--- src/rtl/regfiles_pkg.sv ---
// regfiles_pkg: shared CPU register-file widths and constants
package regfiles_pkg;
  localparam int DATA_W = 32;
  localparam int ADDR_W = 5;
  localparam int REG_COUNT = 2 ** ADDR_W;
  localparam int ZERO_REG = 0;
  typedef logic [DATA_W-1:0] data_t;
  typedef logic [ADDR_W-1:0] addr_t;
endpackage

--- src/rtl/regfiles_reg32_en.sv ---
// reg32_en: data register with synchronous active-low reset and load enable
module reg32_en
  import regfiles_pkg::*;
(
  input  logic  clk,
  input  logic  rst,
  input  logic  en,
  input  data_t d,
  output data_t q
);
  always_ff @(posedge clk)
    if (!rst) q <= '0;
    else if (en) q <= d;
endmodule

--- src/rtl/regfiles.sv ---
// regfiles: 32x32 register file, two combinational reads, one clocked write, r0 hardwired to zero
module regfiles
  import regfiles_pkg::*;
(
  input  logic  clk,
  input  logic  rst,
  input  logic  we,
  input  addr_t raddr1,
  input  addr_t raddr2,
  input  addr_t waddr,
  input  data_t wdata,
  output data_t rdata1,
  output data_t rdata2
);
  data_t regs [REG_COUNT];
  assign regs[ZERO_REG] = '0;
  for (genvar i = 1; i < REG_COUNT; i++) begin : g_reg
    reg32_en u_reg (
      .clk(clk),
      .rst(rst),
      .en (we && waddr == addr_t'(i)),
      .d  (wdata),
      .q  (regs[i])
    );
  end
  assign rdata1 = regs[raddr1];
  assign rdata2 = regs[raddr2];
endmodule

--- config.mk ---
export PLATFORM = sky130hd
export DESIGN_NAME = regfiles
export DESIGN_NICKNAME = d
export VERILOG_FILES = /design/src/rtl/regfiles_pkg.sv /design/src/rtl/regfiles_reg32_en.sv /design/src/rtl/regfiles.sv
export SDC_FILE = /design/constraint.sdc
export NUM_CORES = 2
export LEC_CHECK = 0
export BUFFER_PORTS_ARGS = -buffer_cell sky130_fd_sc_hd__buf_2
export CORE_ASPECT_RATIO = 2
export CORE_MARGIN = 5
export CORE_UTILIZATION = 40
export CTS_CLUSTER_SIZE = 30
export DETAILED_ROUTE_END_ITERATION = 10
export GPL_TIMING_DRIVEN = 0
export PLACE_DENSITY = 0.58
export SLEW_MARGIN = 30
export SYNTH_ARGS = -nofsm -noshare
export SYNTH_HDL_FRONTEND = slang
export SYNTH_HIERARCHICAL = 1
export SYNTH_SLANG_ARGS = --single-unit
--- constraint.sdc ---
create_clock -name clk -period 1.5 [get_ports clk]
set_input_delay 0.075 -clock clk [delete_from_list [all_inputs] [get_ports clk]]
set_output_delay 0.075 -clock clk [all_outputs]
set_load 0.02 [all_outputs]
======== Yosys cells after proc, flatten, opt, wreduce, memory -nomap -nowiden ========
Cells that the tools add are included.
storage, ports and cells
  bits in registers ....................... 992
  logic and storage cells ................. 103
  bits of input ports ..................... 50
  output and inout bits ................... 64
cells by class
  magnitude comparators ................... 2
  mux-type cells .......................... 6
  reduce and logical (&&, ||, !) cells .... 31
  equal/unequal tests ..................... 31
  bitwise operators ....................... 2
operators by type and width
  operator              number
  $bmux W32 S5          2
  $mux W32              4
  $eq A5 B5 Y1 const B  16
  $eq A5 B4 Y1 const B  8
  $logic_and A1 B1 Y1   31
  $eq A5 B3 Y1 const B  4
  $ge A6 B6 Y1 const B  2
  $not A5 Y6            2
  $eq A5 B2 Y1 const B  2
  $eq A5 B1 Y1 const B  1

======== Logic depth before layout (Yosys ltp) ========
  word-level depth ........................ 4
  mapped depth ............................ 9
  depth with buffers taken out ............ 5

======== Modules after synthesis ========
Netlist, hierarchy kept.
by module, submodules not included
  module    times used  area each (sq um)  seq. area each (sq um)  cells each
  reg32_en  31          1243.7             640.6                   103
  regfiles  1           16351.9            0.0                     1462

======== Worst setup path before layout ========
OpenSTA, ideal clock, no wires.
  path kind ............................... in2out
  from .................................... input port raddr2[0]
  to ...................................... output port rdata2[23]
  cell stages on the path ................. 9
  path slack .............................. -0.254 ns
  data required time ...................... 1.425 ns
  path buffers ............................ 5
  arrival time ............................ 1.679 ns
  cell sequence ........................... buf_2 -> buf_6 -> buf_6 -> buf_6 -> buf_6 -> mux2i_1 -> o22ai_1 -> a211oi_1 -> o31ai_1
on the way
  longest elaborated chain between the ends .. 4
ends and longest elaborated chain
  item                                         RTL line        RTL
  from (decl)                                  regfiles.sv:9   input addr_t raddr2,
  $not A5 Y6 (not written as such)             regfiles.sv:27  assign rdata2 = regs[raddr2];
  $bmux W32 S5                                 regfiles.sv:27
  $mux W32 (not written as such) (2 in a row)  regfiles.sv:27
  to (decl)                                    regfiles.sv:13  output data_t rdata2
Every way passes these cells. The select of a mux whose other input is x is not followed.

======== Worst setup path after layout ========
  from .................................... register g_reg[22].u_reg.q[19]
  to ...................................... output port rdata2[19]
on the way
  longest elaborated chain between the ends .. 3
ends and longest elaborated chain
  item                                         RTL line                 RTL
  from (decl)                                  regfiles_reg32_en.sv:9   output data_t q
  from (signal assigned)                       regfiles_reg32_en.sv:12  if (!rst) q <= '0;
  from (signal assigned)                       regfiles_reg32_en.sv:13  else if (en) q <= d;
  $bmux W32 S5                                 regfiles.sv:27
  $mux W32 (not written as such) (2 in a row)  regfiles.sv:27
Every way passes these cells. The select of a mux whose other input is x is not followed.

==> metrics <==
outcome complete, but fails checks; violated checks negative setup slack; final worst slack -1.15 ns; busiest grt layer met2; internal power 42600 uW; Crit Path Category flop to output pin; met1 Use GR 30.9%; Reg area 20000 um2; leading cell type in the layout, fill and taps excluded mux2i_1; M3 GR Usage 3.33%; critical path data arrival time 2.58 ns; endpoints failing setup 64; worst reg2reg endpoint g_reg[22].u_reg/q[29]; Worst Tran Pin Value 1.19 ns; biggest regs g.u_reg/q (992); Clock Skew 0 ns; Pwr per Cell Area 912 nW/um2; Mapped Nets 4705; Avg Cell Area, Syn 11.8 um2; global route total overflow 0; Area Growth Syn to Fin 16.0%; largest fanout on the critical path 3; CTS clk-pin slew, worst paths 0.06 ns; Syn Inst Count 4655; sequential element share of the synthesized area 36.2%; worst path required time 1.42 ns; crit path capture rdata2[19]; Logic pwr share 10.6%; Peak VDD IR 0.000772 V; Synthesis Warnings 6; final period utilization 177%; Top Ports 114; Layout Utilization 46.6%; Slew HR 20.6%; CTS tree done; largest net degree at the start of global routing 92; initial antenna violation count 5; nets 4916; Fillers 12382; Global Route Usage Sum 28.4%; clk sinks 992; r2r setup slk 0.32 ns; H-tree Lvls 3; Worst setup EP type output pin; Remaining DRCs 0; Port Buf Inserts 103; std cell rows 192; P_sw 15500 uW; Clock Tree Buf Depth 3; min Tclk post-route 2.65 ns; drt initial violations 2699; Fmax achieved 0.377 GHz; core area 137000 um2; M2 GR Usage 48.8%; Starting Density 40.2%; drt total wl 213 mm; most frequent cells in the layout mux2i_1, nor2b_1, dfxtp_1, mux4_2, a22o_1; first-pass GRT wire length 299 mm; LEAKAGE 0.0197 uW; CP Launch Type flop; reg2reg start g_reg[22].u_reg/q[29]; die area 145000 um2; CTS buffer count 92; register bit total from synthesis 992; Largest Register g.u_reg/q; Switching Fraction 26.6%; die width 272 um; Synth cell types 28; max reg flops 992; die height 534 um; Max Cap Viol 0; antenna viol nets, final 0; total number of vias 39268; mapped cell area 54900 um2; Design Power 58100 uW; hold path depth 3; Worst Hold Class input port to flop; Clk pwr share 43.4%; Root Buffer clkbuf_16; Worst setup startpoint g_reg[22].u_reg/q[19]; unrepaired setup endpoints after global routing true; vias per cell 5.88; share of cells above drive strength 1 27.1%; Slew Viols, Final 0; GPL Wtd Cong 0.935; Worst-Skew Late Latency 0.70 ns; vias in the first global route 40271; routed length per instance 31.8 um; final hold vios 0; area of the multi-input gates 33200 um2; Seq pwr share 45.9%; Worst Reg-to-Reg Cells 3; Detail Placement HPWL 156 mm; Pre-Repair DR Iteration Count 5
==> cell usage after synthesis <==
| cell | n | area, um2 |
|---|---|---|
| inv_2 | 1 | 3.75 |
| buf_1 | 16 | 60.1 |
| clkbuf_1 | 206 | 773 |
| o22ai_1 | 64 | 400 |
| nor2b_1 | 999 | 6250 |
| a22o_1 | 192 | 1680 |
| nand2_1 | 69 | 259 |
| nand2b_1 | 7 | 43.8 |
| mux4_2 | 384 | 8650 |
| o31ai_1 | 64 | 480 |
| nand3b_1 | 1 | 7.51 |
| buf_2 | 45 | 225 |
| nand4b_1 | 2 | 17.5 |
| a211oi_1 | 64 | 480 |
| buf_6 | 47 | 529 |
| buf_4 | 24 | 180 |
| nand4_1 | 1 | 6.26 |
| buf_12 | 93 | 1860 |
| nor3_1 | 7 | 35.0 |
| and2_1 | 34 | 213 |
| and3_1 | 32 | 200 |
| nand3_1 | 2 | 10.0 |
| nor2_1 | 28 | 105 |
| mux2_2 | 64 | 721 |
| o21ai_1 | 64 | 320 |
| dfxtp_1 | 992 | 19900 |
| inv_1 | 1 | 3.75 |
| mux2i_1 | 1152 | 11500 |
==> metrics by stage <==
step                hold slack [ns]   TNS, ns  cells  setup WS (ns)  area [um2]
CTS                         0.00505    -77.33   6679          -1.12       63400
floorplan                     0.203     -1.84   4655        -0.0339       55900
finish                       0.0158    -65.30   6682          -1.15       63700
detailed placement            0.520   -359.80   6507          -1.94       58700
global placement              0.510  -1687.71   6504          -1.94       58700
global route                 0.0225    -65.96   6682          -1.16       63700
==> logic make-up after synthesis <==
family          synth area share, %
compound gates                 6.13
simple gates                   13.0
mux                            38.1
buf+inv                        6.62
flops                          36.2
==> area by class of cell <==
cell class,count,share of cell area (%)
clock buffers,133,4.22
diodes,1,0.00393
clock inverters,30,0.654
plain buffers,431,6.44
flip-flops and latches,992,31.5
repair buffers,117,1.64
well taps,1746,3.43
multi-input cells,3230,52.1
inverters,2,0.0157
==> critical path, cell delays in order, from the launching register on <==
cell	delay, ns
dfxtp_2	0.34
mux4_2	0.51
a22o_1	0.25
o21ai_4	0.39
o31ai_4	0.19
buf_6	0.17
==> power groups by stage <==
stage / sequential [uW] / combinational [uW] / clock, uW
6_report: 26700 / 6170 / 25200
5_1_grt: 26700 / 6350 / 26600
4_1_cts: 26700 / 6080 / 25700
3_5_place_dp: 27300 / 5800 / 0
3_3_place_gp: 27300 / 5780 / 0
2_1_floorplan: 27200 / 3390 / 0
==> timing repair <==
item | CTS | global route
hold endpoints to repair | 70 | 0
hold buffers | 4 | 0
pin swaps | 63 | 37
endpoints found under the setup margin | 64 | 351
gates resized for setup | 385 | 177
setup buffers | 5 | 2
==> worst min-delay path by stage <==
stage | from | to | slack [ns]
finish | wdata[30] | g_reg[17].u_reg/q[30] | 0.02
global route | wdata[13] | g_reg[13].u_reg/q[13] | 0.02
CTS | wdata[30] | g_reg[16].u_reg/q[30] | 0.005
detailed placement | g_reg[22].u_reg/q[8] | g_reg[22].u_reg/q[8] | 0.52
global placement | g_reg[28].u_reg/q[1] | g_reg[28].u_reg/q[1] | 0.51
floorplan | rst | g_reg[10].u_reg/q[29] | 0.20
==> metal layers <==
metal  wire length (um)  up-vias  share of wire [%]
met2             105000     1396                 49
met1              75900    19789                 36
li1                   -    17492                  -
met3               8450      589                4.0
met5                 18        -             0.0085
met4              23100        2                 11
No activity file was read; power rests on OpenSTA's default activity.
